**config.mk**
```make
export PLATFORM = sky130hd
export DESIGN_NAME = crossbar_rr
export DESIGN_NICKNAME = d
export VERILOG_FILES = /design/src/rtl/noc_types.sv /design/src/rtl/rr_arbiter.sv /design/src/rtl/crossbar_rr.sv
export SDC_FILE = /design/constraint.sdc
export NUM_CORES = 1
export LEC_CHECK = 0
export ABC_CLOCK_PERIOD_IN_PS = 6900
export CORE_MARGIN = 3
export CORE_UTILIZATION = 45
export CTS_CLUSTER_DIAMETER = 200
export DETAILED_ROUTE_END_ITERATION = 8
export PLACE_DENSITY = 0.76
export SLEW_MARGIN = 25
export SYNTH_ARGS = -nofsm -noshare
export SYNTH_HDL_FRONTEND = slang
export SYNTH_SLANG_ARGS = --single-unit
```
**constraint.sdc**
```tcl
create_clock -name clk -period 6.9 [get_ports clk]
set_clock_uncertainty 0.05 [all_clocks]
set_input_delay 1.38 -clock clk [delete_from_list [all_inputs] [get_ports clk]]
set_output_delay 1.38 -clock clk [all_outputs]
set_load 0.02 [all_outputs]
```
**src/rtl/noc_types.sv**
```systemverilog
// Shared NoC router types: port directions and flit layout.
// The crossbar indexes its ports with the same numbering as e_dir.
package noc_types;

    typedef enum logic [1:0] {
        NORTH = 2'd0,
        EAST  = 2'd1,
        SOUTH = 2'd2,
        WEST  = 2'd3
    } e_dir;

    localparam int NUM_DIRS    = 4;
    localparam int FLIT_DATA_W = 7;

    typedef logic [FLIT_DATA_W-1:0] flit_data_t;

    // Crossbar lanes carry a flit plus its tail marker (flit width + 1).
    typedef struct packed {
        logic       last;
        flit_data_t data;
    } flit_t;

    localparam int FLIT_W = $bits(flit_t);

    // Backpressure lane is packed as {ack, rej}.
    localparam int BP_W       = 2;
    localparam int BP_ACK_BIT = 1;
    localparam int BP_REJ_BIT = 0;

endpackage

```
**src/rtl/rr_arbiter.sv**
```systemverilog
// Combinational round-robin arbiter for one crossbar output.
// A still-requesting owner keeps the grant; otherwise scan starts at ptr.
module rr_arbiter #(
    parameter int PORTS = 4
) (
    input  logic [PORTS-1:0]         req,
    input  logic [$clog2(PORTS)-1:0] ptr,
    input  logic                     hold_valid,
    input  logic [$clog2(PORTS)-1:0] hold_idx,
    output logic                     grant_valid,
    output logic [$clog2(PORTS)-1:0] grant_idx,
    output logic                     grant_new
);

    localparam int IDX_W = $clog2(PORTS);

    always_comb begin
        int cand;
        grant_valid = 1'b0;
        grant_idx   = '0;
        grant_new   = 1'b0;
        cand        = 0;
        if (hold_valid && req[hold_idx]) begin
            grant_valid = 1'b1;
            grant_idx   = hold_idx;
        end else begin
            for (int k = 0; k < PORTS; k++) begin
                cand = int'(ptr) + k;
                if (cand >= PORTS) begin
                    cand = cand - PORTS;
                end
                if (!grant_valid && req[cand[IDX_W-1:0]]) begin
                    grant_valid = 1'b1;
                    grant_idx   = cand[IDX_W-1:0];
                    grant_new   = 1'b1;
                end
            end
        end
    end

endmodule

```
**src/rtl/crossbar_rr.sv**
```systemverilog
// PORTS x PORTS combinational crossbar with per-output round-robin ownership.
// Data flows input->output, backpressure flows output->owning input, both zero latency.
module crossbar_rr
    import noc_types::*;
#(
    parameter int PORTS    = 4,
    parameter int WIDTH    = 8,
    parameter int BP_WIDTH = 2
) (
    input  logic                                 clk,
    input  logic                                 rst,
    input  logic [PORTS-1:0][WIDTH-1:0]          data_i,
    input  logic [PORTS-1:0][BP_WIDTH-1:0]       bp_i,
    input  logic [PORTS-1:0][$clog2(PORTS)-1:0]  dest,
    input  logic [PORTS-1:0]                     dest_en,
    output logic [PORTS-1:0][WIDTH-1:0]          data_o,
    output logic [PORTS-1:0]                     data_o_en,
    output logic [PORTS-1:0][BP_WIDTH-1:0]       bp_o,
    output logic [PORTS-1:0]                     ack
);

    localparam int IDX_W = $clog2(PORTS);

    logic [PORTS-1:0]            owner_valid_reg, owner_valid_next;
    logic [PORTS-1:0][IDX_W-1:0] owner_idx_reg, owner_idx_next;
    logic [PORTS-1:0][IDX_W-1:0] rr_ptr_reg, rr_ptr_next;

    // req_mat[o][i]: input i is asking for output o this cycle.
    logic [PORTS-1:0][PORTS-1:0] req_mat;
    logic [PORTS-1:0]            grant_valid;
    logic [PORTS-1:0]            grant_new;
    logic [PORTS-1:0][IDX_W-1:0] grant_idx;

    genvar gi, gj;

    generate
        for (gi = 0; gi < PORTS; gi++) begin : g_out
            for (gj = 0; gj < PORTS; gj++) begin : g_req
                assign req_mat[gi][gj] = dest_en[gj] && (dest[gj] == IDX_W'(gi));
            end

            rr_arbiter #(
                .PORTS (PORTS)
            ) u_arb (
                .req         (req_mat[gi]),
                .ptr         (rr_ptr_reg[gi]),
                .hold_valid  (owner_valid_reg[gi]),
                .hold_idx    (owner_idx_reg[gi]),
                .grant_valid (grant_valid[gi]),
                .grant_idx   (grant_idx[gi]),
                .grant_new   (grant_new[gi])
            );

            assign owner_valid_next[gi] = grant_valid[gi];
            assign owner_idx_next[gi]   = grant_idx[gi];
            // Pointer only advances past a fresh winner; a held grant leaves it alone.
            assign rr_ptr_next[gi] = !grant_new[gi] ? rr_ptr_reg[gi] :
                                     (grant_idx[gi] == IDX_W'(PORTS - 1)) ? '0 :
                                     grant_idx[gi] + 1'b1;

            assign data_o_en[gi] = !rst && grant_valid[gi];
            assign data_o[gi]    = data_o_en[gi] ? data_i[grant_idx[gi]] : '0;
        end

        for (gi = 0; gi < PORTS; gi++) begin : g_ret
            logic                owned;
            logic [BP_WIDTH-1:0] bp_sel;

            // An input can own at most one output, so at most one term matches.
            always_comb begin
                owned  = 1'b0;
                bp_sel = '0;
                for (int o = 0; o < PORTS; o++) begin
                    if (grant_valid[o] && (grant_idx[o] == IDX_W'(gi))) begin
                        owned  = 1'b1;
                        bp_sel = bp_i[o];
                    end
                end
            end

            assign ack[gi]  = !rst && owned;
            assign bp_o[gi] = ack[gi] ? bp_sel : '0;
        end
    endgenerate

    always_ff @(posedge clk or posedge rst) begin
        if (rst) begin
            owner_valid_reg <= '0;
            owner_idx_reg   <= '0;
            rr_ptr_reg      <= '0;
        end else begin
            owner_valid_reg <= owner_valid_next;
            owner_idx_reg   <= owner_idx_next;
            rr_ptr_reg      <= rr_ptr_next;
        end
    end

endmodule

```
==> results of run 1 <==
-- final timing paths --
check	start	end	slack, ps	cells past startpoint
min in group asynchronous	rst	rr_ptr_reg[4]	1620	3
max reg2reg	rr_ptr_reg[2]	rr_ptr_reg[3]	4410	7
max in group asynchronous	rst	owner_idx_reg[7]	4950	3
min reg2reg	rr_ptr_reg[4]	rr_ptr_reg[4]	560	2
max	dest[7]	bp_o[2]	230	13
min	rr_ptr_reg[4]	rr_ptr_reg[4]	560	2
-- area by class of cell --
| cell class | count | area (um2) | share of cell area, % |
|---|---|---|---|
| timing repair buffer | 118 | 1140 | 25.8 |
| multi-input combinational | 327 | 2550 | 57.9 |
| sequential | 20 | 500 | 11.3 |
| tap | 96 | 120 | 2.72 |
| clock buffer | 3 | 41.3 | 0.935 |
| inverter | 16 | 60.1 | 1.36 |
-- routing by layer --
layer  vias to the layer above  track usage, %  part of all wire (%)
met5                         -               0                     0
met3                        13            4.39                   8.0
met2                       187            43.1                    48
met4                         0            5.90                   1.1
met1                      1736            31.5                    43
li1                       1727               -                     -
-- synth_stat cells (2+ instances only) --
library cell	n
a211oi_1	6
a21boi_0	10
a21oi_1	14
a22oi_1	2
a31oi_1	4
a41oi_1	4
and2_1	5
and3_1	3
and3b_1	5
buf_2	13
buf_4	5
buf_6	3
clkbuf_1	9
dfrtp_1	20
ha_1	16
inv_1	16
mux2_2	5
mux2i_1	72
nand2_1	26
nand2b_1	4
nand3_1	15
nand3b_1	8
nand4_1	14
nand4b_1	5
nand4bb_1	2
nor2_1	4
nor3_1	5
nor3b_1	5
o211ai_1	16
o21ai_0	8
o22ai_1	36
o41ai_1	4
or3b_1	2
or3b_2	2
or4_1	3
-- per-stage QoR --
step	std cells	worst slack [ps]
floorplan	394	1270
finish	580	227
global route	580	26.9
global placement	577	373
CTS	580	268
detailed placement	577	275
-- cell usage in the layout (no fill, tap or decap), drive strengths merged, types with 5 or more instances in the layout --
master and instances:
a211oi 6, a21boi 10, a21oi 14, and2 6
and3b 5, buf 17, clkdlybuf4s50 101, dfrtp 20
ha 16, inv 16, mux2 5, mux2i 72
nand2 26, nand3 15, nand3b 8, nand4 14
nand4b 5, nor3 5, nor3b 5, o211ai 16
o21ai 9, o22ai 36
-- kinds of logic after synthesis --
family / synth area share, %
AND/OR/NAND/NOR: 21.1
flip-flops: 15.3
buffers and inverters: 7.51
multiplexers: 24.5
adder cells (fa/ha/maj): 6.13
AO/OA/AOI/OAI: 25.2
XOR/XNOR: 0.268
-- critical path: cells and delay by family --
family	cells	cell delay, ps
compound gates	6	1210
fa+ha+maj	1	190
buf+inv	3	1460
simple gates	3	1010
-- power groups by stage --
| stage | Clock (mW) | Combinational [mW] | Sequential, mW |
|---|---|---|---|
| global placement | 0 | 0.417 | 0.192 |
| finish | 0.0752 | 0.432 | 0.193 |
| detailed placement | 0 | 0.425 | 0.193 |
| floorplan | 0 | 0.308 | 0.164 |
| CTS | 0.0753 | 0.429 | 0.191 |
| global route | 0.0819 | 0.465 | 0.199 |
==> results.json, run 1 <==
{
  "status": "complete, no violations",
  "die_area_mm2": 0.00832,
  "grt_pass1_vias": 3572,
  "start_util_pct": 47.3,
  "clk_pin_slew_worst_paths_ps": 70,
  "fin_tns_setup_ps": 0,
  "synth_cells": 394,
  "power_frac_seq_pct": 27.6,
  "cts_hold_buf": 0,
  "power_frac_comb_pct": 61.6,
  "p_leak_nw": 1.85,
  "cts_tree": "done",
  "die_h_um": 91.2,
  "htreeDepth": 1,
  "cts_buffer_depth": 2,
  "cp_slowest_cell": "clkdlybuf4s50_1",
  "worstMarginPinSlew_ps": 944,
  "crit_path_cell_trace": "clkdlybuf4s50_1, and3b_1, or3_2, a211oi_1, a211oi_4, buf_4, ha_1, o41ai_1, nand4_1, o211ai_1, o211ai_1, a21boi_0, clkdlybuf4s50_1",
  "synth.cell_area_mm2": 0.00327,
  "postSynth.asyncResetShare_pct": 100,
  "design_area_mm2": 0.00442,
  "yosysTopAreaCell": "mux2i_1",
  "row_count": 30,
  "ys_seq_elements": 20,
  "yosysTopAreaCellShare_pct": 22.1,
  "ios": 102,
  "path_max_fanout": 9,
  "relSlewSlack_pct": 36.3,
  "syn-num-nets": 464,
  "setup_viol": 0,
  "fin_crit_sh_pct": 96.7,
  "drive_gt1_share_pct": 7.64,
  "p_sw_share_pct": 44.2,
  "cts_root_buf": "clkbuf_8",
  "dp_hpwl_um": 8340,
  "finalCriticalPeriod_ps": 6670,
  "power.density_mw_per_mm2": 159,
  "overflow": 0,
  "fp.coreArea_mm2": 0.00691,
  "die_x_um": 91.2,
  "place_area_mm2": 0.00437,
  "cp.required_ps": 5470,
  "total_power_mw": 0.700,
  "peakVddDrop_v": 0.0000594,
  "wl_per_cell_um": 18.4,
  "numClockSinks": 20,
  "fmax_mhz": 150,
  "yosys_warnings": 0,
  "grt_usage_pct": 24.7,
  "place.port_buffers": 101,
  "drt_iter0_drc": 281,
  "viasPerCell": 6.32,
  "p_sw_mw": 0.309,
  "cts_setup_buffers": 0,
  "hold_path_class": "flop to flop",
  "cts_resized": 0,
  "grt_pass1_wl_um": 17400,
  "postLayoutCoreUtil_pct": 63.9,
  "maxSlewViolCount": 0,
  "n_antenna_cell": 0,
  "synthFlopType": "dfrtp_1",
  "num_vias": 3663,
  "hold_viol": 0,
  "startpoint_type": "primary input",
  "seq_area_frac_synth_pct": 15.3,
  "avgSynthCellArea_um2": 8.29,
  "fillers": 635,
  "p_clk_share_pct": 10.7,
  "detail-route-antenna-nets": 0,
  "first_pass_iters": 5,
  "nNetsFinal": 556,
  "wl_um": 10700,
  "synthToLayoutAreaGrowth_pct": 35.2,
  "grt_max_degree": 24,
  "endpoint_kind": "primary output",
  "synth_edf_count": 0,
  "max_cap_viol_count": 0,
  "critPathKind": "primary input to primary output",
  "antenna_found_initial": 0,
  "ys_types": 58,
  "drc": 0,
  "cpPeakStageDelay_ps": 670,
  "clk_latency_ps": 260,
  "routabilityCongestion": 0.955,
  "intPower_mw": 0.391,
  "crit_arrival_ps": 5240,
  "hold_ws_ps": 557,
  "rsz0062_at_grt": "no",
  "cts_buffers": 3,
  "synthTopCellsByArea": "mux2i_1 (22%), dfrtp_1 (15%), o22ai_1 (6.9%)"
}
Power figures use the tool's default switching activity.
==> run 2, diff against run 1 <==
--- a/config.mk
+++ b/config.mk
@@ -6,11 +6,13 @@
 export NUM_CORES = 1
 export LEC_CHECK = 0
 export ABC_CLOCK_PERIOD_IN_PS = 6900
+export CAP_MARGIN = 0
 export CORE_MARGIN = 3
 export CORE_UTILIZATION = 45
 export CTS_CLUSTER_DIAMETER = 200
 export DETAILED_ROUTE_END_ITERATION = 8
-export PLACE_DENSITY = 0.76
+export DONT_BUFFER_PORTS = 1
+export PLACE_DENSITY = 0.58
 export SLEW_MARGIN = 25
 export SYNTH_ARGS = -nofsm -noshare
 export SYNTH_HDL_FRONTEND = slang
==> run 2 against run 1 <==
Compared with the run above:
- cell count fell by 19%
- design area decreased by 25%
- core utilization is 16 points lower
- fmax rose by 14%
- via count down 14%
- combinational power shrank 24%
- critical endpoint is now bp_o[7]
- global-route usage down 2.0 points
- first-iteration DRC count fell by 35%
- flip-flop and latch count stayed put
- power down 13%
- non-clock buffer count fell by 113
==> results.json, run 2 (synthesis gave the netlist of run 1 again) <==
{
  "synthToLayoutAreaGrowth_pct": 1.72,
  "row_count": 30,
  "reg2reg_slack_ps": 4200,
  "critPathKind": "primary input to primary output",
  "setup_viol": 0,
  "clk_pin_slew_worst_paths_ps": 80,
  "grt_usage_pct": 22.7,
  "power.density_mw_per_mm2": 184,
  "layout_commonest_cell": "mux2i_1",
  "cts_setup_buffers": 0,
  "fmax_mhz": 172,
  "status": "complete, no violations",
  "fp.coreArea_mm2": 0.00691,
  "grt_pass1_wl_um": 15600,
  "overflow": 0,
  "endpoint_kind": "primary output",
  "drt_iter0_drc": 183,
  "final_cell_mix": "mux2i_1 (71), o22ai_1 (36), nand2_1 (26)",
  "fin_crit_sh_pct": 84.5,
  "cts_buffer_depth": 2,
  "p_leak_nw": 1.42,
  "worstMarginPinSlew_ps": 842,
  "nNetsFinal": 443,
  "wl_um": 9610,
  "wl_per_cell_um": 20.5,
  "cts_hold_buf": 0,
  "start_util_pct": 47.3,
  "maxSlewViolCount": 0,
  "crit_path_cell_trace": "nand3_1, nand4_1, buf_4, nor3b_1, a32oi_1, inv_1, ha_1, nand2_1, a41oi_1, a21boi_0",
  "max_cap_viol_count": 0,
  "die_x_um": 91.2,
  "crit_arrival_ps": 4400,
  "cp.required_ps": 5470,
  "htreeDepth": 1,
  "n_antenna_cell": 0,
  "drive_gt1_share_pct": 6.72,
  "clk_latency_ps": 260,
  "detail-route-antenna-nets": 0,
  "ios": 102,
  "die_area_mm2": 0.00832,
  "startpoint_type": "primary input",
  "cpPeakStageDelay_ps": 630,
  "routabilityCongestion": 0.837,
  "peakVddDrop_v": 0.0000635,
  "first_pass_iters": 4,
  "relSlewSlack_pct": 43.2,
  "viasPerCell": 6.75,
  "grt_max_degree": 24,
  "hold_path_class": "flop to flop",
  "cts_resized": 0,
  "drc": 0,
  "dp_hpwl_um": 7520,
  "cp_slowest_cell": "a21boi_0",
  "antenna_found_initial": 0,
  "cts_root_buf": "clkbuf_8",
  "cts_buffers": 3,
  "finalCriticalPeriod_ps": 5830,
  "postLayoutCoreUtil_pct": 48.1,
  "num_vias": 3161,
  "hold_viol": 0,
  "place.port_buffers": 0,
  "cts_tree": "done",
  "die_h_um": 91.2,
  "fin_tns_setup_ps": 0,
  "rsz0062_at_grt": "no",
  "numClockSinks": 20,
  "grt_pass1_vias": 3057,
  "path_max_fanout": 15
}
## run 2: stage by stage
step	power [mW]	setup WS (ps)	area (um2)	hold WS, ps	cells
2_1_floorplan	0.472	1270	3270	478	394
3_3_place_gp	0.519	1090	3270	524	464
3_5_place_dp	0.522	1060	3270	539	464
4_1_cts	0.613	1050	3320	554	468
5_1_grt	0.658	805	3320	628	468
6_report	0.612	1070	3320	552	468
## run 2: critical path, delay by kind of cell
kind | cells | cell delay [ps]
compound gates | 3 | 1470
simple gates | 4 | 900
buf+inv | 2 | 430
fa+ha+maj | 1 | 210
## run 2: cell type report
class                           instances  area (um2)
Fill cell                             721        3580
Multi-Input combinational cell        327        2550
Sequential cell                        20         500
Tap cell                               96         120
Inverter                               16        60.1
Clock buffer                            4        55.1
Timing Repair Buffer                    5        37.5
## run 2: layer usage
| metal | up-vias | track usage [%] | routed length [um] |
|---|---|---|---|
| met5 | - | 0 | 0 |
| met4 | 0 | 5.53 | 133 |
| met3 | 13 | 4.64 | 732 |
| met2 | 142 | 36.5 | 4400 |
| met1 | 1503 | 31.1 | 4340 |
| li1 | 1503 | - | - |
## run 2: final timing paths
kind	startpoint	to	cells past startpoint
worst max-delay path	dest[3]	bp_o[7]	10
worst min-delay path	rr_ptr_reg[4]	rr_ptr_reg[4]	2
max in group asynchronous	rst	owner_idx_reg[7]	1
min in group asynchronous	rst	owner_valid_reg[1]	1
worst max register to register	owner_idx_reg[6]	rr_ptr_reg[7]	7
worst min register to register	rr_ptr_reg[4]	rr_ptr_reg[4]	2
## run 2: power breakdown
group / internal, mW / leakage [nW] / total (mW) / switching (mW)
clock: 0.0507 / 0.0288 / 0.0891 / 0.0383
combinational: 0.141 / 1.15 / 0.330 / 0.189
sequential: 0.143 / 0.247 / 0.193 / 0.0505
